<file path="config.mk">
export PLATFORM = sky130hd
export DESIGN_NAME = demux_router
export DESIGN_NICKNAME = d
export VERILOG_FILES = /design/src/rtl/demux_router_pkg.sv /design/src/rtl/demux_chan_fifo.sv /design/src/rtl/demux_router.sv
export SDC_FILE = /design/constraint.sdc
export NUM_CORES = 1
export LEC_CHECK = 0
export ABC_AREA = 1
export CELL_PAD_IN_SITES_DETAIL_PLACEMENT = 2
export CELL_PAD_IN_SITES_GLOBAL_PLACEMENT = 2
export CORE_MARGIN = 2
export CORE_UTILIZATION = 34
export DETAILED_ROUTE_END_ITERATION = 8
export DONT_BUFFER_PORTS = 1
export HOLD_SLACK_MARGIN = 0.12
export PLACE_DENSITY = 0.73
export SLEW_MARGIN = 20
export SYNTH_ARGS = -nofsm -noshare
export SYNTH_HDL_FRONTEND = slang
export SYNTH_SLANG_ARGS = --single-unit
</file>
<file path="constraint.sdc">
create_clock -name clk -period 1.8 [get_ports clk]
set_input_delay 0.18 -clock clk [delete_from_list [all_inputs] [get_ports clk]]
set_output_delay 0.18 -clock clk [all_outputs]
set_load 0.01 [all_outputs]
</file>
<file path="src/rtl/demux_router_pkg.sv">
`default_nettype none
// +--------------------------------------------------------------------+
// | demux_router_pkg : shared constants and helpers for demux_router   |
// | Rev 1.0                                                            |
// +--------------------------------------------------------------------+
package demux_router_pkg;

  localparam int SEL_W               = 3;
  localparam int MAX_CH              = 1 << SEL_W;
  localparam logic [SEL_W-1:0] BCAST_SEL = 3'b111;
  localparam int DROP_CNT_W          = 8;

  function automatic int ptr_width(input int depth);
    return (depth > 1) ? $clog2(depth) : 1;
  endfunction

endpackage
`default_nettype wire

</file>
<file path="src/rtl/demux_chan_fifo.sv">
`default_nettype none
// +--------------------------------------------------------------------+
// | demux_chan_fifo : single-clock FIFO for one router output channel  |
// | Rev 1.0                                                            |
// +--------------------------------------------------------------------+
module demux_chan_fifo
  import demux_router_pkg::*;
#(
  parameter int WIDTH = 8,
  parameter int DEPTH = 2
) (
  input  logic             clk,
  input  logic             rst_n,
  input  logic             push,
  input  logic [WIDTH-1:0] push_data,
  input  logic             pop,
  output logic             full,
  output logic             empty,
  output logic [WIDTH-1:0] head
);

  localparam int PTR_W = ptr_width(DEPTH);
  localparam int CNT_W = PTR_W + 1;
  localparam logic [CNT_W-1:0] FULL_CNT = CNT_W'(DEPTH);

  logic [WIDTH-1:0] mem [DEPTH];
  logic [PTR_W-1:0] wr_ptr;
  logic [PTR_W-1:0] rd_ptr;
  logic [CNT_W-1:0] count;
  logic             do_push;
  logic             do_pop;

  assign full    = (count == FULL_CNT);
  assign empty   = (count == '0);
  assign do_push = push && !full;
  assign do_pop  = pop && !empty;
  assign head    = mem[rd_ptr];

  // Storage is cleared too so that out_data reads zero out of reset.
  always_ff @(posedge clk or negedge rst_n) begin
    if (!rst_n) begin
      wr_ptr <= '0;
      rd_ptr <= '0;
      count  <= '0;
      for (int k = 0; k < DEPTH; k++) begin
        mem[k] <= '0;
      end
    end else begin
      if (do_push) begin
        mem[wr_ptr] <= push_data;
        wr_ptr      <= wr_ptr + 1'b1;
      end
      if (do_pop) begin
        rd_ptr <= rd_ptr + 1'b1;
      end
      case ({do_push, do_pop})
        2'b10:   count <= count + 1'b1;
        2'b01:   count <= count - 1'b1;
        default: ;
      endcase
    end
  end

endmodule
`default_nettype wire

</file>
<file path="src/rtl/demux_router.sv">
`default_nettype none
// +--------------------------------------------------------------------+
// | demux_router : routes one input stream to CHANNELS buffered outputs|
// | Option macro: DEMUX_ROUTER_BCAST_EN (in_sel=3'b111 broadcasts)     |
// | Rev 1.0                                                            |
// +--------------------------------------------------------------------+
module demux_router
  import demux_router_pkg::*;
#(
  parameter int WIDTH    = 8,
  parameter int CHANNELS = 3,
  parameter int DEPTH    = 2
) (
  input  logic                      clk,
  input  logic                      rst_n,
  input  logic [WIDTH-1:0]          in_data,
  input  logic [SEL_W-1:0]          in_sel,
  input  logic                      in_valid,
  output logic                      in_ready,
  output logic [CHANNELS*WIDTH-1:0] out_data,
  output logic [CHANNELS-1:0]       out_valid,
  input  logic [CHANNELS-1:0]       out_ready,
  output logic [DROP_CNT_W-1:0]     drop_cnt
);

  localparam logic [SEL_W:0] CH_LIMIT = (SEL_W+1)'(CHANNELS);

  logic [CHANNELS-1:0] full;
  logic [CHANNELS-1:0] empty;
  logic [CHANNELS-1:0] sel_hit;
  logic [CHANNELS-1:0] route;
  logic [CHANNELS-1:0] push;
  logic [MAX_CH-1:0]   full_pad;
  logic                sel_ok;
  logic                drop;

  assign sel_ok = ({1'b0, in_sel} < CH_LIMIT);

  // Unused select codes read as full; they are never reached when sel_ok.
  always_comb begin
    full_pad               = '1;
    full_pad[CHANNELS-1:0] = full;
  end

`ifdef DEMUX_ROUTER_BCAST_EN
  logic is_bcast;
  assign is_bcast = (in_sel == BCAST_SEL);
  assign in_ready = is_bcast ? ~|full : (sel_ok ? !full_pad[in_sel] : 1'b1);
  assign route    = is_bcast ? '1 : sel_hit;
  assign drop     = in_valid && !is_bcast && !sel_ok;
`else
  assign in_ready = sel_ok ? !full_pad[in_sel] : 1'b1;
  assign route    = sel_hit;
  assign drop     = in_valid && !sel_ok;
`endif

  assign push      = route & {CHANNELS{in_valid && in_ready}};
  assign out_valid = ~empty;

  for (genvar i = 0; i < CHANNELS; i++) begin : g_chan
    localparam logic [SEL_W-1:0] IDX = SEL_W'(i);

    assign sel_hit[i] = (in_sel == IDX);

    demux_chan_fifo #(
      .WIDTH (WIDTH),
      .DEPTH (DEPTH)
    ) u_fifo (
      .clk       (clk),
      .rst_n     (rst_n),
      .push      (push[i]),
      .push_data (in_data),
      .pop       (out_ready[i] && !empty[i]),
      .full      (full[i]),
      .empty     (empty[i]),
      .head      (out_data[i*WIDTH +: WIDTH])
    );
  end

  always_ff @(posedge clk or negedge rst_n) begin
    if (!rst_n) begin
      drop_cnt <= '0;
    end else if (drop && (drop_cnt != '1)) begin
      drop_cnt <= drop_cnt + 1'b1;
    end
  end

endmodule
`default_nettype wire

</file>
==> results of run 1 <==
## cell type report
| type | count | area, µm² |
|---|---|---|
| fill | 1094 | 5560 |
| multi-input combinational | 303 | 1610 |
| clock buffer | 10 | 138 |
| antenna | 1 | 2.50 |
| tap | 133 | 166 |
| inverter | 22 | 82.6 |
| timing repair buffer | 47 | 427 |
| clock inverter | 6 | 87.6 |
| sequential | 68 | 1700 |
## path summary, 6_finish.rpt
check                                                   endpoint                                  start  cells after the start  slack, ps
max in group asynchronous  g_chan[1].u_fifo.count[0]$_DFFE_PN0P_                                  rst_n                      2       1090
min in group asynchronous    g_chan[1].u_fifo.mem[2]$_DFFE_PN0P_                                  rst_n                      2        390
min reg2reg                 g_chan[2].u_fifo.mem[12]$_DFFE_PN0P_   g_chan[2].u_fifo.mem[12]$_DFFE_PN0P_                      2        480
max reg2reg                g_chan[1].u_fifo.count[1]$_DFFE_PN0P_  g_chan[2].u_fifo.count[0]$_DFFE_PN0P_                     12        -30
min                          g_chan[2].u_fifo.wr_ptr$_DFFE_PN0N_                               in_valid                      2        170
max                        g_chan[1].u_fifo.count[1]$_DFFE_PN0P_  g_chan[2].u_fifo.count[0]$_DFFE_PN0P_                     12        -30
## through the flow
| step | setup TNS [ps] | cells |
|---|---|---|
| after floorplan | -102 | 409 |
| after global placement | 0 | 548 |
| after detailed placement | -49.0 | 548 |
| after CTS | 0 | 583 |
| after global routing | -510 | 589 |
| final | -25.2 | 590 |
## power by group
group          switching [W]  leakage [nW]  internal [W]
Clock               0.000656         0.116      0.000818
Combinational        0.00154          1.19      0.000865
Sequential          0.000424         0.853       0.00210
## placed cells by master (no fill, tap or decap), drive strengths merged, types with 10 or more instances in the layout
master       count
nor2            10
clkbuf          10
clkinv          10
dfrtp           68
xor2            10
buf             30
dlygate4sd3     17
inv             16
nand2          200
nand4           56
## synthesized netlist by cell type
master	count	area, µm²
nand2_1	197	739
dfrtp_1	68	1700
nand4_1	50	313
inv_1	15	56.3
xor2_1	10	87.6
nor2_1	9	33.8
buf_6	7	78.8
clkinv_1	6	22.5
buf_2	4	20.0
clkbuf_1	4	15.0
ha_1	4	50.1
nand4_2	4	50.1
o21ai_0	4	20.0
xnor2_1	4	35.0
a21oi_1	3	15.0
nand3_1	3	15.0
nand2_2	2	12.5
nand3_2	2	20.0
nand4_4	2	42.5
nor3_4	2	32.5
a21oi_2	1	8.76
a21oi_4	1	16.3
buf_4	1	7.51
inv_2	1	3.75
nand2_4	1	11.3
nor2_2	1	6.26
nor3_1	1	5.00
o21ai_1	1	5.00
or2_2	1	6.26
## worst max-delay path: stages (launching register included)
cell and delay (ps):
dfrtp_1 370, inv_2 50, nand2_1 50, nand2_1 60
nand2_1 80, nand3_2 120, a21oi_4 200, buf_6 140
nand2_4 60, ha_4 260, a21oi_4 110, o21ai_2 70
xor2_1 170
## routing by layer
metal / wire, µm / part of all wire [%] / global-route usage (%)
met1: 5200 / 45 / 28.5
met2: 5770 / 50 / 36.4
met3: 387 / 3.4 / 4.01
met4: 86 / 0.75 / 6.08
met5: 0 / 0 / 0
## registers in the layout, summed over array words and instances, names as in the netlist
register              flops
g_chan.u_fifo.mem        48
drop_cnt                  8
g_chan.u_fifo.rd_ptr      3
g_chan.u_fifo.count       6
g_chan.u_fifo.wr_ptr      3
## timing repair
item,4_1_cts,5_1_grt
setup buffers,2,5
endpoints found under the setup margin,3,4
pin swaps,1,4
hold endpoints to repair,121,1
hold buffers,17,1
gates resized for setup,1,16
## cells by family after synthesis
family / after synthesis / share of synthesized area [%]
flip-flops: 68 / 49.6
AO/OA/AOI/OAI: 10 / 1.90
XOR/XNOR: 14 / 3.57
adder cells (fa/ha/maj): 4 / 1.46
buffers and inverters: 38 / 5.94
AND/OR/NAND/NOR: 275 / 37.5
==> key figures, run 1 <==
Placed design
  – Detailed placer's ending HPWL: between 7000 and 8000 µm
  – Post-place setup slack: -42.3 ps
  – Placed Area: around 3700 µm²
  – I/O Buffers: 0
  – GPL Wtd Cong: around 0.74

Outcome
  – Failing checks: setup timing
  – Status: complete, but fails checks

Floorplanning
  – # IOs: between 50 and 60
  – Full die area: approximately 11000 µm²
  – Core Box Area: between 9000 and 10000 µm²
  – Starting Density: between 30% and 40%
  – Height of the die: roughly 100 µm
  – Die Width: roughly 100 µm
  – Row count: 36

Timing
  – Slew HR: 72.4%
  – Max Clock Skew: roughly 14 ps
  – Final setup viols: 1
  – Fin. Hold Viols: 0
  – PnR worst setup slack: -25.2 ps
  – WHS: roughly 170 ps
  – RSZ-0062 raised after global routing: yes
  – Tcrit/Tclk final: 101%
  – Tmin final: ~1800 ps
  – Max Slew Vio Count: 0
  – Slew @ Worst Pin: about 410 ps
  – Fmax: 0.548 GHz

Detailed routing
  – Antenna Nets Post-Route: 0
  – Detailed Routing Iterations Pass 1: 4
  – Initial DRC Count: between 80 and 90
  – Routed wire per std cell: about 19 µm
  – Vias per inst: between 5 and 6
  – Drt total wl: roughly 11000 µm
  – Vias: roughly 3000
  – DRC Markers: 0

GRT
  – Initial antenna violation count: 0
  – Pin count of the biggest net entering global routing: roughly 70
  – Grt ovf: 0
  – Total GRT Usage: 21.6%
  – First-pass GRT wire length: around 19000 µm
  – Vias in the first global route: 3385

Synth
  – Post-synthesis sequential area ratio: approximately half
  – Post-synth net total: 430
  – Netlist cell types: 29
  – Synthesized instance count: 409
  – Netlist Area Pre-Place: 3430 µm²
  – Yosys warns: 0
  – #FFs+latches synth: 68
  – Syn avg cell area: 8.39 µm²

Clocking
  – CTS Root Buffer Type: clkbuf_8
  – Htree depth: 3
  – Reg clk slew, reported paths: about 80 ps
  – Longest Clk Path Bufs: 2
  – CTS Sinks: 68
  – Total CTS buffers: 9
  – Skew-Pair Late Insertion Delay: 360 ps
  – CTS tree: yes

Setup path
  – WP data arrival: slightly above 2000 ps
  – Crit Path Class: reg -> reg
  – CP Max Fanout: 3
  – Crit end category: flip-flop
  – Startpoint type of the worst setup path: flip-flop
  – WP data required: roughly 2000 ps

Final layout
  – Area grow syn2layout: 23.0%
  – Finished Cell Area: between 4000 and 5000 µm²
  – Final #Nets: roughly 470
  – Layout cells sized above 1: ~17%
  – Layout Utilization: a little over two fifths

Power and ir drop
  – Max IR drop VDD: around 0.56 mV
  – Pleak: around 2.2 nW
  – P per Cell Area: ~1500 nW/µm²
  – Overall power: roughly 0.0064 W

Flow run
  – Max_cap viols: 0

Hold path
  – Min-delay worst type: in -> reg
(Power assumes the default switching activity.)
==> run 2: changes to the inputs <==
--- a/config.mk
+++ b/config.mk
@@ -8,10 +8,11 @@
 export ABC_AREA = 1
 export CELL_PAD_IN_SITES_DETAIL_PLACEMENT = 2
 export CELL_PAD_IN_SITES_GLOBAL_PLACEMENT = 2
-export CORE_MARGIN = 2
+export CORE_MARGIN = 4
 export CORE_UTILIZATION = 34
 export DETAILED_ROUTE_END_ITERATION = 8
 export DONT_BUFFER_PORTS = 1
+export GPL_ROUTABILITY_DRIVEN = 1
 export HOLD_SLACK_MARGIN = 0.12
 export PLACE_DENSITY = 0.73
 export SLEW_MARGIN = 20
==> run 2 against run 1 <==
Net effect:
- the flow still finishes with violations (setup timing)
- worst hold slack better by 11 ps
- final cell count decreased by 0.85%
- worst setup slack got worse by 12 ps
- routed wire length shrank 2.5%
- via count decreased by 1.1%
- critical path type unchanged
- largest power group unchanged
==> key figures, run 2 (synthesis results as in run 1) <==
Outcome
  – Status: complete, but fails checks (unchanged)
  – Failing checks: setup timing (unchanged)

Floorplanning
  – Core Box Area: 9820 µm² (was 9770 µm²)
  – Die Width: 108 µm (was 104 µm)
  – Full die area: 11800 µm² (was 10900 µm²)
  – # IOs: 53 (unchanged)
  – Height of the die: 108 µm (was 104 µm)
  – Starting Density: 34.9% (was 35.1%)
  – Row count: 36 (unchanged)

Timing
  – Slew @ Worst Pin: 416 ps (was 412 ps)
  – PnR worst setup slack: -37.4 ps (was -25.2 ps)
  – Fin. Hold Viols: 0 (unchanged)
  – RSZ-0062 raised after global routing: yes (unchanged)
  – Tmin final: 1840 ps (was 1830 ps)
  – Post-route setup TNS: -37.4 ps (was -25.2 ps)
  – Fmax: 0.544 GHz (was 0.548 GHz)
  – Max Slew Vio Count: 0 (unchanged)
  – Max Clock Skew: 9.19 ps (was 14.5 ps)
  – Slew HR: 72.2% (was 72.4%)
  – Tcrit/Tclk final: 102% (was 101%)
  – Final setup viols: 1 (unchanged)

Detailed routing
  – Vias per inst: 5.17 (was 5.19)
  – Detail Route met2 WL: 5800 µm (was 5770 µm)
  – Antenna Nets Post-Route: 0 (unchanged)
  – Initial DRC Count: 95 (was 86)
  – DR WL met3: 456 µm (was 387 µm)
  – M1 WL: 4770 µm (was 5200 µm)
  – DRC Markers: 0 (unchanged)
  – Detailed Routing Iterations Pass 1: 4 (unchanged)
  – Routed wire per std cell: 19.1 µm (was 19.4 µm)
  – Max Used Layer: met5 (was met4)
  – Vias: 3027 (was 3062)
  – Drt total wl: 11200 µm (was 11400 µm)

GRT
  – Grt ovf: 0 (unchanged)
  – Pin count of the biggest net entering global routing: 69 (unchanged)
  – Vias in the first global route: 3315 (was 3385)
  – First-pass GRT wire length: 18100 µm (was 18600 µm)
  – Total GRT Usage: 20.1% (was 21.6%)
  – Initial antenna violation count: 1 (was 0)

Setup path
  – Critical Path Max Stage Delay: 390 ps (was 370 ps)
  – Setup crit start: g_chan[1].u_fifo.count[1]$_DFFE_PN0P_ (was g_chan[2].u_fifo.count[0]$_DFFE_PN0P_)
  – R2R Path Start: g_chan[1].u_fifo.count[1]$_DFFE_PN0P_ (was g_chan[2].u_fifo.count[0]$_DFFE_PN0P_)
  – Cell mode on critical path: a21oi_4 (was nand2_1)
  – WP data arrival: 2060 ps (about the same)
  – WP data required: 2020 ps (was 2040 ps)
  – Critical-path top delay cell: dfrtp_1 (unchanged)
  – Internal reg-to-reg setup slack: -40 ps (was -30 ps)
  – Worst setup endpoint: g_chan[1].u_fifo.count[1]$_DFFE_PN0P_ (unchanged)
  – FF-to-FF End: g_chan[1].u_fifo.count[1]$_DFFE_PN0P_ (unchanged)
  – CP Cell Sequence: inv_2 > nor2_1 > nand2_1 > nand3_4 > a21oi_4 > buf_6 > nand2_4 > ha_4 > a21oi_4 > o21ai_2 > xor2_1 (was inv_2 > nand2_1 > nand2_1 > nand2_1 > nand3_2 > a21oi_4 > buf_6 > nand2_4 > ha_4 > a21oi_4 > o21ai_2 > xor2_1)
  – CP top delay family: flip-flops (was compound AO/OA/AOI/OAI gates)
  – CP Max Fanout: 4 (was 3)
  – Worst path depth: 11 (was 12)
  – Startpoint type of the worst setup path: flip-flop (unchanged)
  – R2R depth: 11 (was 12)
  – Crit end category: flip-flop (unchanged)
  – Crit Path Class: reg -> reg (unchanged)
  – Worst Path Buf+Inv: 2 (unchanged)

Hold path
  – Min-delay worst type: in -> reg (unchanged)

Power and ir drop
  – Pleak: 2.10 nW (was 2.16 nW)
  – Max IR drop VDD: 0.566 mV (was 0.558 mV)
  – P per Cell Area: 1470 nW/µm² (was 1520 nW/µm²)

Final layout
  – Commonest non-fill, non-tap cell in the layout: nand2_1 (unchanged)
  – Largest reg by FF count: g_chan.u_fifo.mem (unchanged)
  – ANT cells: 0 (was 1)
  – Area grow syn2layout: 20.7% (was 23.0%)
  – Finished Cell Area: 4140 µm² (was 4220 µm²)
  – Most frequent cells in the layout: nand2_1, dfrtp_1, nand4_1, buf_4, dlygate4sd3_1 (unchanged)
  – Max FFs per register: 48 (unchanged)
  – Layout Utilization: 42.2% (was 43.2%)
  – Top Registers: g_chan.u_fifo.mem: 48 flops, drop_cnt: 8 flops, g_chan.u_fifo.count: 6 flops (unchanged)
  – Layout cells sized above 1: 15.7% (was 16.7%)
  – Final #Nets: 469 (was 472)

Placed design
  – Detailed placer's ending HPWL: 7370 µm (was 7240 µm)
  – GPL Wtd Cong: 0.731 (was 0.736)
  – Placed Area: 3640 µm² (was 3670 µm²)
  – I/O Buffers: 0 (unchanged)

Flow run
  – Max_cap viols: 0 (unchanged)

Clocking
  – CTS Sinks: 68 (unchanged)
  – Htree depth: 3 (unchanged)
  – Skew-Pair Late Insertion Delay: 350 ps (was 360 ps)
  – Total CTS buffers: 9 (unchanged)
  – CTS Root Buffer Type: clkbuf_8 (unchanged)
  – Longest Clk Path Bufs: 2 (unchanged)
  – CTS tree: yes (unchanged)
  – Reg clk slew, reported paths: 70 ps (was 80 ps)
run 2: timing repair:
action	CTS	global route
setup buffers	3	4
hold buffers	17	1
pin swaps	1	5
gates cloned	0	0
resized for setup	3	15
hold endpoints to repair	122	2
endpoints found under the setup margin	3	20
run 2: power by group:
| part | leakage (nW) | internal [W] | switching, W | total, W |
|---|---|---|---|---|
| clock | 0.0893 | 0.000565 | 0.000571 | 0.00114 |
| sequential | 0.854 | 0.00210 | 0.000391 | 0.00249 |
| combinational | 1.16 | 0.000888 | 0.00158 | 0.00247 |
| total | 2.10 | 0.00355 | 0.00254 | 0.00610 |
run 2: worst min-delay path by stage:
stage | startpoint | to | slack (ps) | depth (start not counted)
floorplan | rst_n | drop_cnt[0]$_DFFE_PN0P_ | -120 | 0
global placement | rst_n | g_chan[2].u_fifo.mem[9]$_DFFE_PN0P_ | -110 | 0
detailed placement | rst_n | g_chan[2].u_fifo.mem[6]$_DFFE_PN0P_ | -110 | 0
CTS | in_valid | g_chan[2].u_fifo.wr_ptr$_DFFE_PN0N_ | 140 | 2
global route | in_valid | g_chan[2].u_fifo.mem[5]$_DFFE_PN0P_ | 190 | 3
finish | in_valid | g_chan[2].u_fifo.mem[3]$_DFFE_PN0P_ | 180 | 3
run 2: metrics by stage:
step	setup slack (ps)	power, W	std cells	hold slack (ps)
3_5_place_dp	-90.0	0.00470	545	-113
5_1_grt	-149	0.00664	585	190
2_1_floorplan	-43.8	0.00397	409	-116
6_report	-37.4	0.00610	585	177
3_3_place_gp	71.6	0.00452	545	-112
4_1_cts	18.3	0.00603	580	138
run 2: tightest hold or removal path: cells and delay by family:
kind | cells | cell delay (ps)
and+or+nand+nor | 3 | 310
run 2: cell type report:
type / instances / area (µm²)
multi-input combinational: 303 / 1620
inverter: 22 / 82.6
fill: 1110 / 5680
clock buffer: 13 / 159
timing repair buffer: 44 / 397
tap: 133 / 166
sequential: 68 / 1700
clock inverter: 2 / 10.0
run 2: per-layer routing:
layer  vias up  GRT usage, %
met5         -             0
met4         2          4.87
met3         9          5.73
met2        47          34.3
met1      1553          25.2
li1       1416             -
